File: config.mk
export PLATFORM = sky130hd
export DESIGN_NAME = drive_cmd_arbiter
export DESIGN_NICKNAME = d
export VERILOG_FILES = /design/src/rtl/drive_cmd_arbiter.sv
export SDC_FILE = /design/constraint.sdc
export NUM_CORES = 1
export LEC_CHECK = 0
export ABC_CLOCK_PERIOD_IN_PS = 1900
export BUFFER_PORTS_ARGS = -buffer_cell sky130_fd_sc_hd__buf_4
export CELL_PAD_IN_SITES_DETAIL_PLACEMENT = 0
export CELL_PAD_IN_SITES_GLOBAL_PLACEMENT = 1
export CORE_UTILIZATION = 41
export CTS_CLUSTER_SIZE = 28
export DETAILED_ROUTE_END_ITERATION = 10
export GPL_TIMING_DRIVEN = 0
export PLACE_DENSITY_LB_ADDON = 0.1
export SLEW_MARGIN = 25
export SYNTH_ARGS = -nofsm -noshare
export SYNTH_HDL_FRONTEND = slang
export SYNTH_SLANG_ARGS = --single-unit
File: constraint.sdc
create_clock -name clk -period 1.9 [get_ports clk]
set_input_delay 0.38 -clock clk [delete_from_list [all_inputs] [get_ports clk]]
set_output_delay 0.38 -clock clk [all_outputs]
set_load 0.01 [all_outputs]
File: src/rtl/drive_cmd_arbiter.sv
// Two-source drive command arbiter for the car motion controller.
// Safety has fixed priority and may preempt a remote command with BRAKE/STOP.
module drive_cmd_arbiter #(
    parameter int unsigned HOLD = 4,
    parameter int unsigned GAP  = 2
) (
    input  logic       clk,
    input  logic       clr_n,
    input  logic       rc_valid,
    input  logic [2:0] rc_cmd,
    output logic       rc_ready,
    input  logic       sf_valid,
    input  logic [2:0] sf_cmd,
    output logic       sf_ready,
    output logic       key,
    output logic       brake,
    output logic       acc,
    output logic       RG,
    output logic [1:0] s,
    output logic       busy,
    output logic       grant_id,
    output logic       err
);

    localparam int unsigned CNT_MAX = (HOLD > GAP) ? HOLD : GAP;
    localparam int unsigned CW      = $clog2(CNT_MAX + 1);

    localparam logic [2:0] CMD_NOP   = 3'd0;
    localparam logic [2:0] CMD_START = 3'd1;
    localparam logic [2:0] CMD_STOP  = 3'd2;
    localparam logic [2:0] CMD_ACCEL = 3'd3;
    localparam logic [2:0] CMD_BRAKE = 3'd4;
    localparam logic [2:0] CMD_LEFT  = 3'd5;
    localparam logic [2:0] CMD_RIGHT = 3'd6;
    localparam logic [2:0] CMD_REV   = 3'd7;

    typedef enum logic [1:0] {
        ST_IDLE  = 2'd0,
        ST_DRIVE = 2'd1,
        ST_GAP   = 2'd2
    } state_t;

    state_t        state;
    logic [CW-1:0] cnt;
    logic          stop_pend;

    logic          sf_fire;
    logic          rc_fire;
    logic [2:0]    req_cmd;
    logic          d_reject;
    logic          d_drive;
    logic          d_brake;
    logic          d_acc;
    logic          d_rg;
    logic [1:0]    d_s;

    // Handshake readiness: safety wins in IDLE, may only preempt remote with BRAKE/STOP.
    always_comb begin
        sf_ready = 1'b0;
        rc_ready = 1'b0;
        case (state)
            ST_IDLE: begin
                sf_ready = 1'b1;
                rc_ready = ~sf_valid;
            end
            ST_DRIVE: begin
                if (!grant_id) begin
                    sf_ready = (sf_cmd == CMD_BRAKE) || (sf_cmd == CMD_STOP);
                end
            end
            default: ;
        endcase
    end

    assign sf_fire = sf_valid & sf_ready;
    assign rc_fire = rc_valid & rc_ready;

    // Decode of the command being transferred this cycle.
    always_comb begin
        req_cmd  = sf_fire ? sf_cmd : rc_cmd;
        d_reject = (req_cmd >= CMD_ACCEL) && !key;
        d_drive  = (req_cmd != CMD_NOP) && !d_reject;
        d_brake  = (req_cmd == CMD_STOP) || (req_cmd == CMD_BRAKE);
        d_acc    = (req_cmd == CMD_ACCEL);
        d_rg     = (req_cmd == CMD_REV);
        d_s      = 2'd0;
        if (req_cmd == CMD_LEFT) begin
            d_s = 2'd2;
        end else if (req_cmd == CMD_RIGHT) begin
            d_s = 2'd1;
        end
    end

    always_ff @(posedge clk or negedge clr_n) begin
        if (!clr_n) begin
            state     <= ST_IDLE;
            cnt       <= '0;
            stop_pend <= 1'b0;
            key       <= 1'b0;
            brake     <= 1'b0;
            acc       <= 1'b0;
            RG        <= 1'b0;
            s         <= 2'd0;
            busy      <= 1'b0;
            grant_id  <= 1'b0;
            err       <= 1'b0;
        end else begin
            err <= 1'b0;
            case (state)
                ST_IDLE: begin
                    if (sf_fire || rc_fire) begin
                        if (d_reject) begin
                            err <= 1'b1;
                        end else if (d_drive) begin
                            state     <= ST_DRIVE;
                            cnt       <= CW'(HOLD);
                            busy      <= 1'b1;
                            grant_id  <= sf_fire;
                            stop_pend <= (req_cmd == CMD_STOP);
                            brake     <= d_brake;
                            acc       <= d_acc;
                            RG        <= d_rg;
                            s         <= d_s;
                            if (req_cmd == CMD_START) begin
                                key <= 1'b1;
                            end
                        end
                    end
                end
                ST_DRIVE: begin
                    if (sf_fire) begin
                        // Preemption swaps outputs in one edge, restarting the hold window.
                        cnt       <= CW'(HOLD);
                        grant_id  <= 1'b1;
                        stop_pend <= (req_cmd == CMD_STOP);
                        brake     <= d_brake;
                        acc       <= d_acc;
                        RG        <= d_rg;
                        s         <= d_s;
                    end else if (cnt == CW'(1)) begin
                        brake     <= 1'b0;
                        acc       <= 1'b0;
                        RG        <= 1'b0;
                        s         <= 2'd0;
                        stop_pend <= 1'b0;
                        if (stop_pend) begin
                            key <= 1'b0;
                        end
                        if (GAP > 0) begin
                            state <= ST_GAP;
                            cnt   <= CW'(GAP);
                        end else begin
                            state <= ST_IDLE;
                            cnt   <= '0;
                            busy  <= 1'b0;
                        end
                    end else begin
                        cnt <= cnt - CW'(1);
                    end
                end
                ST_GAP: begin
                    if (cnt <= CW'(1)) begin
                        state <= ST_IDLE;
                        cnt   <= '0;
                        busy  <= 1'b0;
                    end else begin
                        cnt <= cnt - CW'(1);
                    end
                end
                default: begin
                    state <= ST_IDLE;
                    cnt   <= '0;
                    busy  <= 1'b0;
                end
            endcase
        end
    end

endmodule

Word level (Yosys, flattened, before mapping)
Cells that the tools add are included.

Add/sub/neg operators: 1. $mul: 0. Div/mod/pow operators: 0. $lt $le $gt $ge: 2. Eq/ne operators: 22. Shifts and indexed selects: 0. Mux-type cells: 68. Bitwise operators: 4. Reductions and logical operators: 16.

Operators with widths (number): $mux W1 (38); $mux W2 (12); $mux W3 (7); $ne A2 B2 Y1 const B (9); $eq A3 B3 Y1 const B (5); $reduce_and A5 Y1 (3); $pmux W1 S2 (7); $eq A3 B2 Y1 const B (3); $pmux W3 S3 (1); $reduce_and A8 Y1 (1); $eq A3 B1 Y1 const B (2); $pmux W2 S3 (1); $reduce_and A6 Y1 (1); $pmux W2 S2 (1); $ge A3 B2 Y1 const B (1); $le A3 B1 Y1 const B (1); $logic_or A1 B1 Y1 (3); $ne A3 B3 Y1 const B (1); $pmux W1 S3 (1); $reduce_and A3 Y1 (1); $reduce_bool A3 Y1 (1); $sub A3 B1 Y3 const B (1); $and A1 B1 Y1 (2); $eq A2 B1 Y1 const B (1); other kinds (6) (9).

Flip-flop bits (word level): 15. Latch bits: 0. RAM bits: 0. ROM bits: 0. Bits of input ports: 10. Output and inout port bits: 11. Word-level logic and storage cells: 124. Memories: 0.

Depth between registers and ports, before layout
Gate-level depths: netlist of the first run.

Depth after elaboration: 14. Mapped depth: 7. Gate-level depth less buffers: 7.

Worst setup path before layout of the first run
OpenSTA, ideal clock, no wires.

Path kind: input to register. From: in sf_cmd[2]. To: reg brake. Setup time: 0.125 ns. Data arrival time: 1.664 ns. Data required time: 1.775 ns. Slack: 0.111 ns. Cell stages on the path: 5. Buffers on the path: 1. Cells stage by stage: buf_2 > xor2_2 > a22oi_2 > mux2_2 > mux2_4.

Cells in the longest elaborated chain, start to end: 12. Elaborated cells between the ends (all ways): 26. Those cells by class: order compare: 1; eq/ne: 8; mux: 8; bitwise: 1; reduce/logical: 8.

Ends and longest elaborated chain: from (decl) (RTL line 13) `input logic [2:0] sf_cmd,`; $eq A3 B3 Y1 / $eq A3 B2 Y1 (equally long branches) (RTL line 68) `sf_ready = (sf_cmd == CMD_BRAKE) || (sf_cmd == CMD_STOP);`; $logic_or A1 B1 Y1 (RTL line 68); $mux W1 (RTL line 67) `if (!grant_id) begin`; $pmux W1 S2 (RTL line 61) `case (state)`; $and A1 B1 Y1 (RTL line 75) `assign sf_fire = sf_valid & sf_ready;`; $mux W3 (RTL line 80) `req_cmd = sf_fire ? sf_cmd : rc_cmd;`; $ge A3 B2 Y1, or another cell as far along (RTL line 81) `d_reject = (req_cmd >= CMD_ACCEL) && !key;`; $logic_and A1 B1 Y1 / $logic_or A1 B1 Y1 (equally long branches) (RTL line 81, 83); $logic_not A1 Y1 / $mux W1 (equally long branches) (RTL line 82, 114); $logic_and A1 B1 Y1 / $mux W1 (equally long branches) (RTL line 82, 112); $ne A2 B2 Y1 (no line) / $mux W1 (equally long branches); $reduce_and A5 Y1 (no line) / $pmux W1 S2 (equally long branches); to (signal assigned) (RTL line 120) `brake <= d_brake;`; to (signal assigned) (RTL line 136) `brake <= d_brake;`; to (decl) (RTL line 16) `output logic brake,`.

Parallel ways exist; a longest one is shown, timed or not. The select of a mux whose other input is x is not followed. A chain may end at the register's enable or synchronous reset.

Final worst setup path of the first run
From: reg state[1]. To: out rc_ready.

Cells in the longest elaborated chain, start to end: 2.

Ends and longest elaborated chain: from (decl) (RTL line 43) `state_t state;`; from (signal assigned) (RTL line 96) `state <= ST_IDLE;`; from (signal assigned) (RTL line 115) `state <= ST_DRIVE;`; from (signal assigned) (RTL line 150) `state <= ST_GAP;`; $logic_not A2 Y1 (RTL line 61); $mux W1 (RTL line 61); to (decl) (RTL line 11) `output logic rc_ready,`.

No other way between the ends.

==> results of run 1 <==
[synthesized netlist by cell type, drive strengths merged, types with 2 or more instances]
library cell | count | share of area [%]
dfrtp | 15 | 35
nand2 | 10 | 3.5
nor2 | 8 | 2.8
buf | 7 | 4.9
mux2 | 7 | 7.7
inv | 6 | 2.1
o21ai | 6 | 2.8
nand4 | 5 | 2.9
a21oi | 4 | 2.9
nand2b | 3 | 1.8
nand3 | 3 | 1.4
a211oi | 2 | 2.3
and2b | 2 | 1.6
ha | 2 | 2.3
mux2i | 2 | 1.9
nor2b | 2 | 1.2
nor3 | 2 | 0.94
o21a | 2 | 2.1
o31ai | 2 | 1.4
o41ai | 2 | 1.6
[critical path, cell delays in order (launching register included)]
cell and delay (ns):
dfrtp_2 0.45, buf_6 0.14, or2_2 0.33, nor2_2 0.11, buf_4 0.13
[registers in the layout (all words and copies together), names as in the netlist]
signal,flops
key,1
RG,1
acc,1
state,2
stop_pend,1
err,1
brake,1
s,2
grant_id,1
cnt,3
busy,1
[metrics by stage]
step	util, %	setup TNS [ns]
after global placement	49.24	-0.008018
final	51.46	0
after detailed placement	49.24	-0.01962
after CTS	50.81	0
after global routing	51.46	0
after floorplan	-	0
[metal layers]
layer  vias up  track usage, %  share of wire (%)
met5         -               0                  0
li1        445               -                  -
met3         4           6.322                3.1
met4         0           6.579                1.5
met1       417           25.62                 51
met2        14           30.17                 44
[layout make-up]
class                      instances  area share, %
inverter                           6          1.766
tap                               30          2.944
multi-input combinational         82          49.46
timing repair buffer              16          9.617
clock buffer                       4          2.061
buffer                             7          4.612
sequential                        15          29.54
[power groups by stage]
stage | sequential, W | clock [W] | combinational (W)
2_1_floorplan | 0.000570 | 0 | 0.000636
3_3_place_gp | 0.000546 | 0 | 0.000922
3_5_place_dp | 0.000560 | 0 | 0.000934
4_1_cts | 0.000551 | 0.000193 | 0.000946
5_1_grt | 0.000578 | 0.000207 | 0.00106
6_report | 0.000556 | 0.000187 | 0.000951
[kinds of logic after synthesis]
kind of cell             share of synthesized area [%]
multiplexers                                     9.590
AO/OA/AOI/OAI                                    22.46
buffers and inverters                            7.016
flip-flops                                       35.09
XOR/XNOR                                         2.340
adder cells (fa/ha/maj)                          3.275
AND/OR/NAND/NOR                                  20.24
[worst min path at each step]
stage,endpoint,startpoint,slack [ns],depth (start not counted)
after global placement,grant_id$_DFFE_PN0P_,clr_n,0.25,1
after floorplan,RG$_DFFE_PN0P_,clr_n,0.08,0
final,err$_DFF_PN0_,rc_valid,0.32,2
after CTS,err$_DFF_PN0_,rc_valid,0.32,2
after detailed placement,err$_DFF_PN0_,clr_n,0.25,1
after global routing,err$_DFF_PN0_,rc_valid,0.32,2
[timing repair]
item                                    4_1_cts  5_1_grt
endpoints found under the setup margin        1        7
gates resized for setup                       1        7
endpoints found under the hold margin        15        0
hold buffers                                  1        0
pin swaps                                     0        2
==> impl_metrics.json, run 1 <==
{
  "fin_ws_ns": 0.07106,
  "pre_cts_ws_ns": -0.01962,
  "setup_viol": 0,
  "seqCellArea_um2": 376.6,
  "num-nets-final": 143,
  "instances_no_fill": 160,
  "final_cell_area_um2": 1275,
  "cts_tree": "yes",
  "fin_crit_sh_pct": 96.26,
  "maxCapViolations": 0,
  "synth_edf_count": 0,
  "grt_pass1_wl_um": 3788,
  "reg2reg_from": "state[0]$_DFFE_PN0P_",
  "rsz0062_at_grt": "no",
  "multi_input_area_um2": 630.6,
  "post-dp-hpwl_um": 1763,
  "synth_nets": 122,
  "startpoint_type": "flop",
  "final_antenna_net_count": 0,
  "gp_congestion": 0.7650,
  "dp.cells": 155,
  "die_y_um": 53.08,
  "path_class": "reg -> out",
  "pwr-share-comb_pct": 56.2,
  "syn_inst": 110,
  "skew_ns": 0.01356,
  "rows": 18,
  "placed_cell_area_um2": 1220,
  "pin_count": 21,
  "vias_per_cell": 5.500,
  "antenna_found_initial": 0,
  "core_area_um2": 2477,
  "clock-sinks": 15,
  "hold_ws_ns": 0.3229,
  "die_area_um2": 2817,
  "arrival_ns": 1.45,
  "switching_share_pct": 40.02,
  "synth-main-ff-cell": "dfrtp_1",
  "portBuffers": 15,
  "initial_core_util_pct": 43.18,
  "power_w": 0.001694,
  "die_x_um": 53.08,
  "fin_crit_ns": 1.829,
  "synth_seq_area_share_pct": 35.09,
  "slew_headroom_pct": 65.22,
  "worstPathRequired_ns": 1.52,
  "hold_viol_final": 0,
  "avgSynthCellArea_um2": 9.725,
  "status": "complete, no violations",
  "ys_types": 43,
  "final_cell_mix": "17 x buf_4, 14 x dfrtp_1, 9 x nand2_1, 7 x nor2_1",
  "wl_per_cell_um": 14.86,
  "drtIter0Drc": 14,
  "clock_path_buffers": 2,
  "synth_seq_cells": 15,
  "vdd_drop_max_uv": 703.1,
  "drv_slew": 0,
  "final_common_cell": "buf_4",
  "drc": 0,
  "crit_fanout": 10,
  "post_cts_buffers": 0,
  "power_leakage_nw": 0.6011,
  "grt_max_degree": 16,
  "ff2ff_setup_slack_ns": 0.09,
  "area_growth_pct": 19.18,
  "drive_above_1_share_pct": 36.92,
  "p_int_w": 0.001016,
  "pwr-share-clk_pct": 11.0,
  "nFillCells": 238,
  "crit_end": "rc_ready",
  "antenna_cells": 0,
  "hold_class": "in -> reg",
  "switching_power_w": 0.0006780,
  "crit_start": "state[1]$_DFFE_PN0P_",
  "clk_latency_ns": 0.29,
  "grt.total_usage_pct": 19.60,
  "dr.pass1.iters": 4,
  "setup.worst_path.end_class": "output pin",
  "clockRootBuffer": "clkbuf_4",
  "grt_pass1_vias": 778,
  "netlist_area_um2": 1070,
  "ff2ff_path_depth": 5,
  "power_density_nw_per_um2": 1329,
  "yosys_warnings": 0,
  "cts.clk_slew.worst_paths_ns": 0.10,
  "vias": 880,
  "r2r_end": "brake$_DFFE_PN0P_",
  "fmax_mhz": 546.8,
  "cts_buffers": 3,
  "tightest_slew_ns": 0.5218,
  "seqPwrFrac_pct": 32.8,
  "grt_overflow": 0,
  "htreeDepth": 1,
  "drt_wl_total_um": 2378,
  "synth-async-reset-ratio_pct": 100.0
}
Note: power is estimated with default switching activity, not from simulation.
==> run 2: changes to the inputs <==
--- a/config.mk
+++ b/config.mk
@@ -7,13 +7,11 @@
 export LEC_CHECK = 0
 export ABC_CLOCK_PERIOD_IN_PS = 1900
 export BUFFER_PORTS_ARGS = -buffer_cell sky130_fd_sc_hd__buf_4
-export CELL_PAD_IN_SITES_DETAIL_PLACEMENT = 0
-export CELL_PAD_IN_SITES_GLOBAL_PLACEMENT = 1
-export CORE_UTILIZATION = 41
-export CTS_CLUSTER_SIZE = 28
+export CORE_UTILIZATION = 54
+export CTS_CLUSTER_SIZE = 25
 export DETAILED_ROUTE_END_ITERATION = 10
 export GPL_TIMING_DRIVEN = 0
-export PLACE_DENSITY_LB_ADDON = 0.1
+export PLACE_DENSITY = 0.78
 export SLEW_MARGIN = 25
 export SYNTH_ARGS = -nofsm -noshare
 export SYNTH_HDL_FRONTEND = slang
==> impl_metrics.json, run 2 (synthesis results as in run 1) <==
{
  "setup.worst_path.end_class": "flop",
  "vias_per_cell": 5.739,
  "portBuffers": 15,
  "worstPathRequired_ns": 2.08,
  "initial_core_util_pct": 60.00,
  "clock-sinks": 15,
  "drv_slew": 0,
  "grt_pass1_wl_um": 3719,
  "dr.pass1.iters": 5,
  "gp_congestion": 0.8427,
  "hold_ws_ns": 0.3234,
  "arrival_ns": 2.00,
  "final_antenna_net_count": 0,
  "drive_above_1_share_pct": 37.12,
  "startpoint_type": "flop",
  "fmax_mhz": 550.0,
  "fin_crit_ns": 1.818,
  "clockRootBuffer": "clkbuf_4",
  "power_leakage_nw": 0.6094,
  "maxCapViolations": 0,
  "final_common_cell": "buf_4",
  "top_regs": "cnt x3, s x2, state x2",
  "finish.utilization_pct": 71.51,
  "rows": 15,
  "pin_count": 21,
  "grt.total_usage_pct": 24.72,
  "path_class": "reg -> reg",
  "crit_fanout": 10,
  "cts_buffers": 3,
  "power_density_nw_per_um2": 1337,
  "tns_ns": 0,
  "hold_viol_final": 0,
  "drt_wl_total_um": 2290,
  "final_cell_mix": "19 x buf_4, 15 x dfrtp_1, 9 x nand2_1, 7 x nor2_1",
  "nFillCells": 143,
  "grt_overflow": 0,
  "area_growth_pct": 19.18,
  "largest_register": "cnt",
  "rsz0062_at_grt": "no",
  "slew_headroom_pct": 65.21,
  "tightest_slew_ns": 0.5218,
  "setup_viol": 0,
  "vdd_drop_max_uv": 939.4,
  "num-nets-final": 145,
  "clock_path_buffers": 2,
  "skew_ns": 0.004941,
  "cts.clk_slew.worst_paths_ns": 0.09,
  "cts_tree": "yes",
  "grt_max_degree": 16,
  "vias": 901,
  "wl_per_cell_um": 14.59,
  "largest_reg_flops": 3,
  "die_y_um": 46.51,
  "die_x_um": 46.51,
  "drc": 0,
  "status": "complete, no violations",
  "clk_latency_ns": 0.30,
  "htreeDepth": 1,
  "antenna_cells": 0,
  "die_area_um2": 2163,
  "hold_class": "in -> reg",
  "grt_pass1_vias": 841,
  "drtIter0Drc": 10,
  "post-dp-hpwl_um": 1594,
  "antenna_found_initial": 0,
  "core_area_um2": 1783,
  "fin_crit_sh_pct": 95.69,
  "power_w": 0.001705
}
==> run 2: cell types whose count changed in the layout (fill, tap and decap cells not counted), sizes merged <==
| cell | previous run | this run |
|---|---|---|
| buf | 22 | 24 |
==> run 2: worst max-delay path, stage by stage, from the launching register on <==
cell and delay (ns):
dfrtp_1 0.33, buf_4 0.15, nor2_1 0.10, a22oi_2 0.46, mux2_2 0.40, mux2_4 0.26
==> run 2: layout make-up <==
type | instances | area [µm²] | share of cell area [%]
clock buffers | 4 | 26.28 | 2.061
plain buffers | 7 | 52.55 | 4.122
multi-input cells | 82 | 629.4 | 49.36
repair buffers | 18 | 137.6 | 10.79
well taps | 25 | 31.28 | 2.453
flip-flops and latches | 15 | 375.4 | 29.44
inverters | 6 | 22.52 | 1.766
==> run 2: metrics by stage <==
step / cells / cell area, µm² / worst slack, ns
4_1_cts: 156 / 1257 / 0.02606
5_1_grt: 157 / 1275 / 0.01591
3_5_place_dp: 150 / 1214 / -0.008854
2_1_floorplan: 110 / 1070 / 0.1110
6_report: 157 / 1275 / 0.08192
3_3_place_gp: 150 / 1214 / 0.01551
==> run 2: path summary, 6_finish.rpt <==
| check | from | to | slack, ns | cells after the start |
|---|---|---|---|---|
| max in group asynchronous | clr_n | cnt[1]$_DFFE_PN0P_ | 1.25 | 2 |
| min reg2reg | stop_pend$_DFFE_PN0P_ | stop_pend$_DFFE_PN0P_ | 0.52 | 1 |
| max reg2reg | state[0]$_DFFE_PN0P_ | brake$_DFFE_PN0P_ | 0.08 | 5 |
| max | state[0]$_DFFE_PN0P_ | brake$_DFFE_PN0P_ | 0.08 | 5 |
| min in group asynchronous | clr_n | err$_DFF_PN0_ | 0.47 | 2 |
| min | rc_valid | err$_DFF_PN0_ | 0.32 | 2 |
==> run 2: repair_timing <==
action,in CTS,in global routing
endpoints found under the setup margin,1,7
endpoints found under the hold margin,15,0
pin swaps,0,3
hold buffers,1,0
gates resized for setup,0,4
setup buffers,1,1
==> run 2: power by group <==
| group | internal [W] | switching (W) |
|---|---|---|
| Sequential | 0.000448 | 0.000101 |
| Clock | 0.0000819 | 0.000109 |
| Combinational | 0.000488 | 0.000477 |
==> run 2: per-layer routing <==
layer / GRT usage, % / vias to the layer above / wire length [µm]
li1: - / 439 / -
met2: 36.39 / 23 / 1019
met1: 34.88 / 432 / 1135
met5: 0 / - / 0
met3: 3.529 / 7 / 92
met4: 12.35 / 0 / 43
==> run 3: changes to the inputs <==
--- a/config.mk
+++ b/config.mk
@@ -5,9 +5,10 @@
 export SDC_FILE = /design/constraint.sdc
 export NUM_CORES = 1
 export LEC_CHECK = 0
+export ABC_AREA = 1
 export ABC_CLOCK_PERIOD_IN_PS = 1900
 export BUFFER_PORTS_ARGS = -buffer_cell sky130_fd_sc_hd__buf_4
-export CORE_UTILIZATION = 54
+export CORE_UTILIZATION = 53
 export CTS_CLUSTER_SIZE = 25
 export DETAILED_ROUTE_END_ITERATION = 10
 export GPL_TIMING_DRIVEN = 0
==> impl_metrics.json, run 3 <==
{
  "top_regs": "cnt x3, s x2, state x2",
  "hold_ws_ns": 0.3654,
  "dr.pass1.iters": 4,
  "vdd_drop_max_uv": 959.7,
  "gp_congestion": 0.8869,
  "arrival_ns": 2.03,
  "tightest_slew_ns": 0.3423,
  "portBuffers": 20,
  "cts_tree": "yes",
  "pin_count": 21,
  "pre_cts_ws_ns": 0.02775,
  "netlist_top_cells_area": "dfrtp_1 38%, nand2_1 18%, inv_1 6.4%, nand2_2 5.6%, nor2_1 5.6%",
  "die_x_um": 45.43,
  "final_antenna_net_count": 0,
  "synth_edf_count": 0,
  "antenna_found_initial": 0,
  "synth_most_common_cell": "nand2_1",
  "clockRootBuffer": "clkbuf_4",
  "fin_ws_ns": 0.05378,
  "startpoint_type": "flop",
  "finish.utilization_pct": 77.92,
  "synth_seq_cells": 15,
  "initial_core_util_pct": 57.28,
  "synth_top_area_cell": "dfrtp_1",
  "grt_pass1_wl_um": 3450,
  "die_y_um": 45.43,
  "drtIter0Drc": 30,
  "wl_per_cell_um": 12.04,
  "switching_share_pct": 48.99,
  "drive_above_1_share_pct": 34.08,
  "seqCellArea_um2": 375.4,
  "rows": 15,
  "synth_nets": 156,
  "synth_fa_ha_area_share_pct": 2.503,
  "crit_chain": "inv_2 > nand2_1 > nor2_1 > nand2_1 > nand2_4 > nand2_8 > inv_2 > nand2_1 > nand2_1 > nand4_2 > nand2_1 > nand2_1",
  "synth_compound_area_share_pct": 7.134,
  "antenna_cells": 0,
  "power_density_nw_per_um2": 1649,
  "maxCapViolations": 0,
  "rsz0062_at_grt": "yes",
  "path_class": "reg -> reg",
  "grt_overflow": 0,
  "dp.cells": 189,
  "synth_xor_area_share_pct": 0.8761,
  "largest_register": "cnt",
  "pwr-share-comb_pct": 65.8,
  "hold_class": "in -> reg",
  "netlist_area_um2": 999.7,
  "synth_top_family_by_area": "simple AND/OR/NAND/NOR gates",
  "crit_path_top_delay_cell": "dfrtp_1",
  "status": "complete, no violations",
  "synth_seq_area_share_pct": 37.55,
  "cts.clk_slew.worst_paths_ns": 0.10,
  "syn_inst": 144,
  "instances_no_fill": 204,
  "ys_top_cells_by_count": "49 x nand2_1, 17 x inv_1, 15 x dfrtp_1, 15 x nor2_1, 9 x nand2_2",
  "cts_buffers": 3,
  "vias": 1069,
  "crit_fanout": 6,
  "core_area_um2": 1745,
  "drt_wl_total_um": 2456,
  "ff2ff_path_depth": 12,
  "synth-simple-area-share_pct": 44.06,
  "switching_power_w": 0.001099,
  "power_w": 0.002243,
  "ys_types": 20,
  "area_growth_pct": 36.04,
  "power_leakage_nw": 0.7778,
  "setup_viol": 0,
  "pwr-share-clk_pct": 8.6,
  "htreeDepth": 1,
  "synth-async-reset-ratio_pct": 100.0,
  "final_common_cell": "nand2_1",
  "seqPwrFrac_pct": 25.7,
  "slew_headroom_pct": 77.10,
  "synth-main-ff-cell": "dfrtp_1",
  "synth_top_area_share_pct": 37.55,
  "multi_input_area_um2": 611.8,
  "skew_ns": 0.002213,
  "largest_reg_flops": 3,
  "clock-sinks": 15,
  "post-dp-hpwl_um": 1634,
  "cpPeakStageDelay_ns": 0.42,
  "num-nets-final": 192,
  "yosys_warnings": 0,
  "nFillCells": 141,
  "grt.total_usage_pct": 22.66,
  "avgSynthCellArea_um2": 6.942,
  "setup.worst_path.end_class": "flop",
  "final_cell_mix": "45 x nand2_1, 30 x buf_4, 17 x inv_1, 15 x dfrtp_1, 14 x nor2_1",
  "clock_path_buffers": 2,
  "fin_crit_sh_pct": 97.17,
  "grt_max_degree": 16,
  "worstPathRequired_ns": 2.09,
  "drv_slew": 0,
  "muxShareOfSynthArea_pct": 0,
  "holdPathStages": 3,
  "die_area_um2": 2064,
  "cp_common_cell": "nand2_1",
  "vias_per_cell": 5.240,
  "p_int_w": 0.001144,
  "drc": 0,
  "fin_crit_ns": 1.846,
  "clk_latency_ns": 0.28,
  "hold_viol_final": 0,
  "fmax_mhz": 541.6,
  "grt_pass1_vias": 856
}
run 3: changes by cell type in the layout (fill, tap and decap cells not counted), sizes merged, moves of 3 or more:
| cell | before | now |
|---|---|---|
| inv | 6 | 21 |
| nand2 | 10 | 61 |
| mux2 | 7 | 0 |
| nand2b | 3 | 0 |
| nand3 | 3 | 9 |
| nor2 | 8 | 16 |
| buf | 24 | 30 |
run 3: repair_timing:
item	4_1_cts	5_1_grt
endpoints found under the setup margin	0	12
resized for setup	0	16
hold endpoints to repair	15	0
hold buffers	1	0
buffers inserted	0	10
run 3: area by class of cell:
| cell class | instances | share of cell area [%] |
|---|---|---|
| multi-input cells | 108 | 44.99 |
| flip-flops and latches | 15 | 27.60 |
| repair buffers | 31 | 17.30 |
| inverters | 21 | 5.796 |
| well taps | 25 | 2.300 |
| clock buffers | 3 | 1.656 |
| clock inverters | 1 | 0.3680 |
run 3: path summary, 6_finish.rpt:
kind / startpoint / endpoint / slack (ns)
worst max-delay path: state[1]$_DFFE_PN0P_ / s[1]$_DFFE_PN0P_ / 0.05
worst min-delay path: rc_valid / err$_DFF_PN0_ / 0.37
min in group asynchronous: clr_n / s[1]$_DFFE_PN0P_ / 0.47
worst max register to register: state[1]$_DFFE_PN0P_ / s[1]$_DFFE_PN0P_ / 0.05
worst min register to register: acc$_DFFE_PN0P_ / acc$_DFFE_PN0P_ / 0.49
max in group asynchronous: clr_n / key$_DFFE_PN0P_ / 1.25
run 3: cells by family after synthesis:
kind of cell             Yosys count
AO/OA/AOI/OAI                     13
XOR/XNOR                           1
adder cells (fa/ha/maj)            2
buffers and inverters             21
flip-flops                        15
AND/OR/NAND/NOR                   92
run 3: routing by layer:
metal / global-route usage, % / part of all wire (%) / up-vias
met4: 1.818 / 2.1 / 0
met1: 30.02 / 43 / 500
li1: - / - / 525
met5: 0 / 0 / -
met2: 39.14 / 51 / 38
met3: 4.762 / 3.9 / 6
run 3: stage by stage:
stage	area, µm²	setup TNS [ns]
global route	1360	-0.4620
global placement	1181	0
finish	1360	0
detailed placement	1181	0
CTS	1219	0
floorplan	999.7	0
run 3: worst max-delay path, delay by kind of cell, from the launching register on:
kind | cells | cell delay (ns)
flip-flops | 1 | 0.42
buffers and inverters | 2 | 0.19
AND/OR/NAND/NOR | 10 | 1.14
run 3: power by group through the flow:
stage | clock [W] | combinational, W | sequential, W
after floorplan | 0 | 0.000872 | 0.000603
after global routing | 0.000208 | 0.00162 | 0.000593
final | 0.000193 | 0.00147 | 0.000576
after detailed placement | 0 | 0.00127 | 0.000577
after CTS | 0.000192 | 0.00128 | 0.000572
after global placement | 0 | 0.00125 | 0.000571
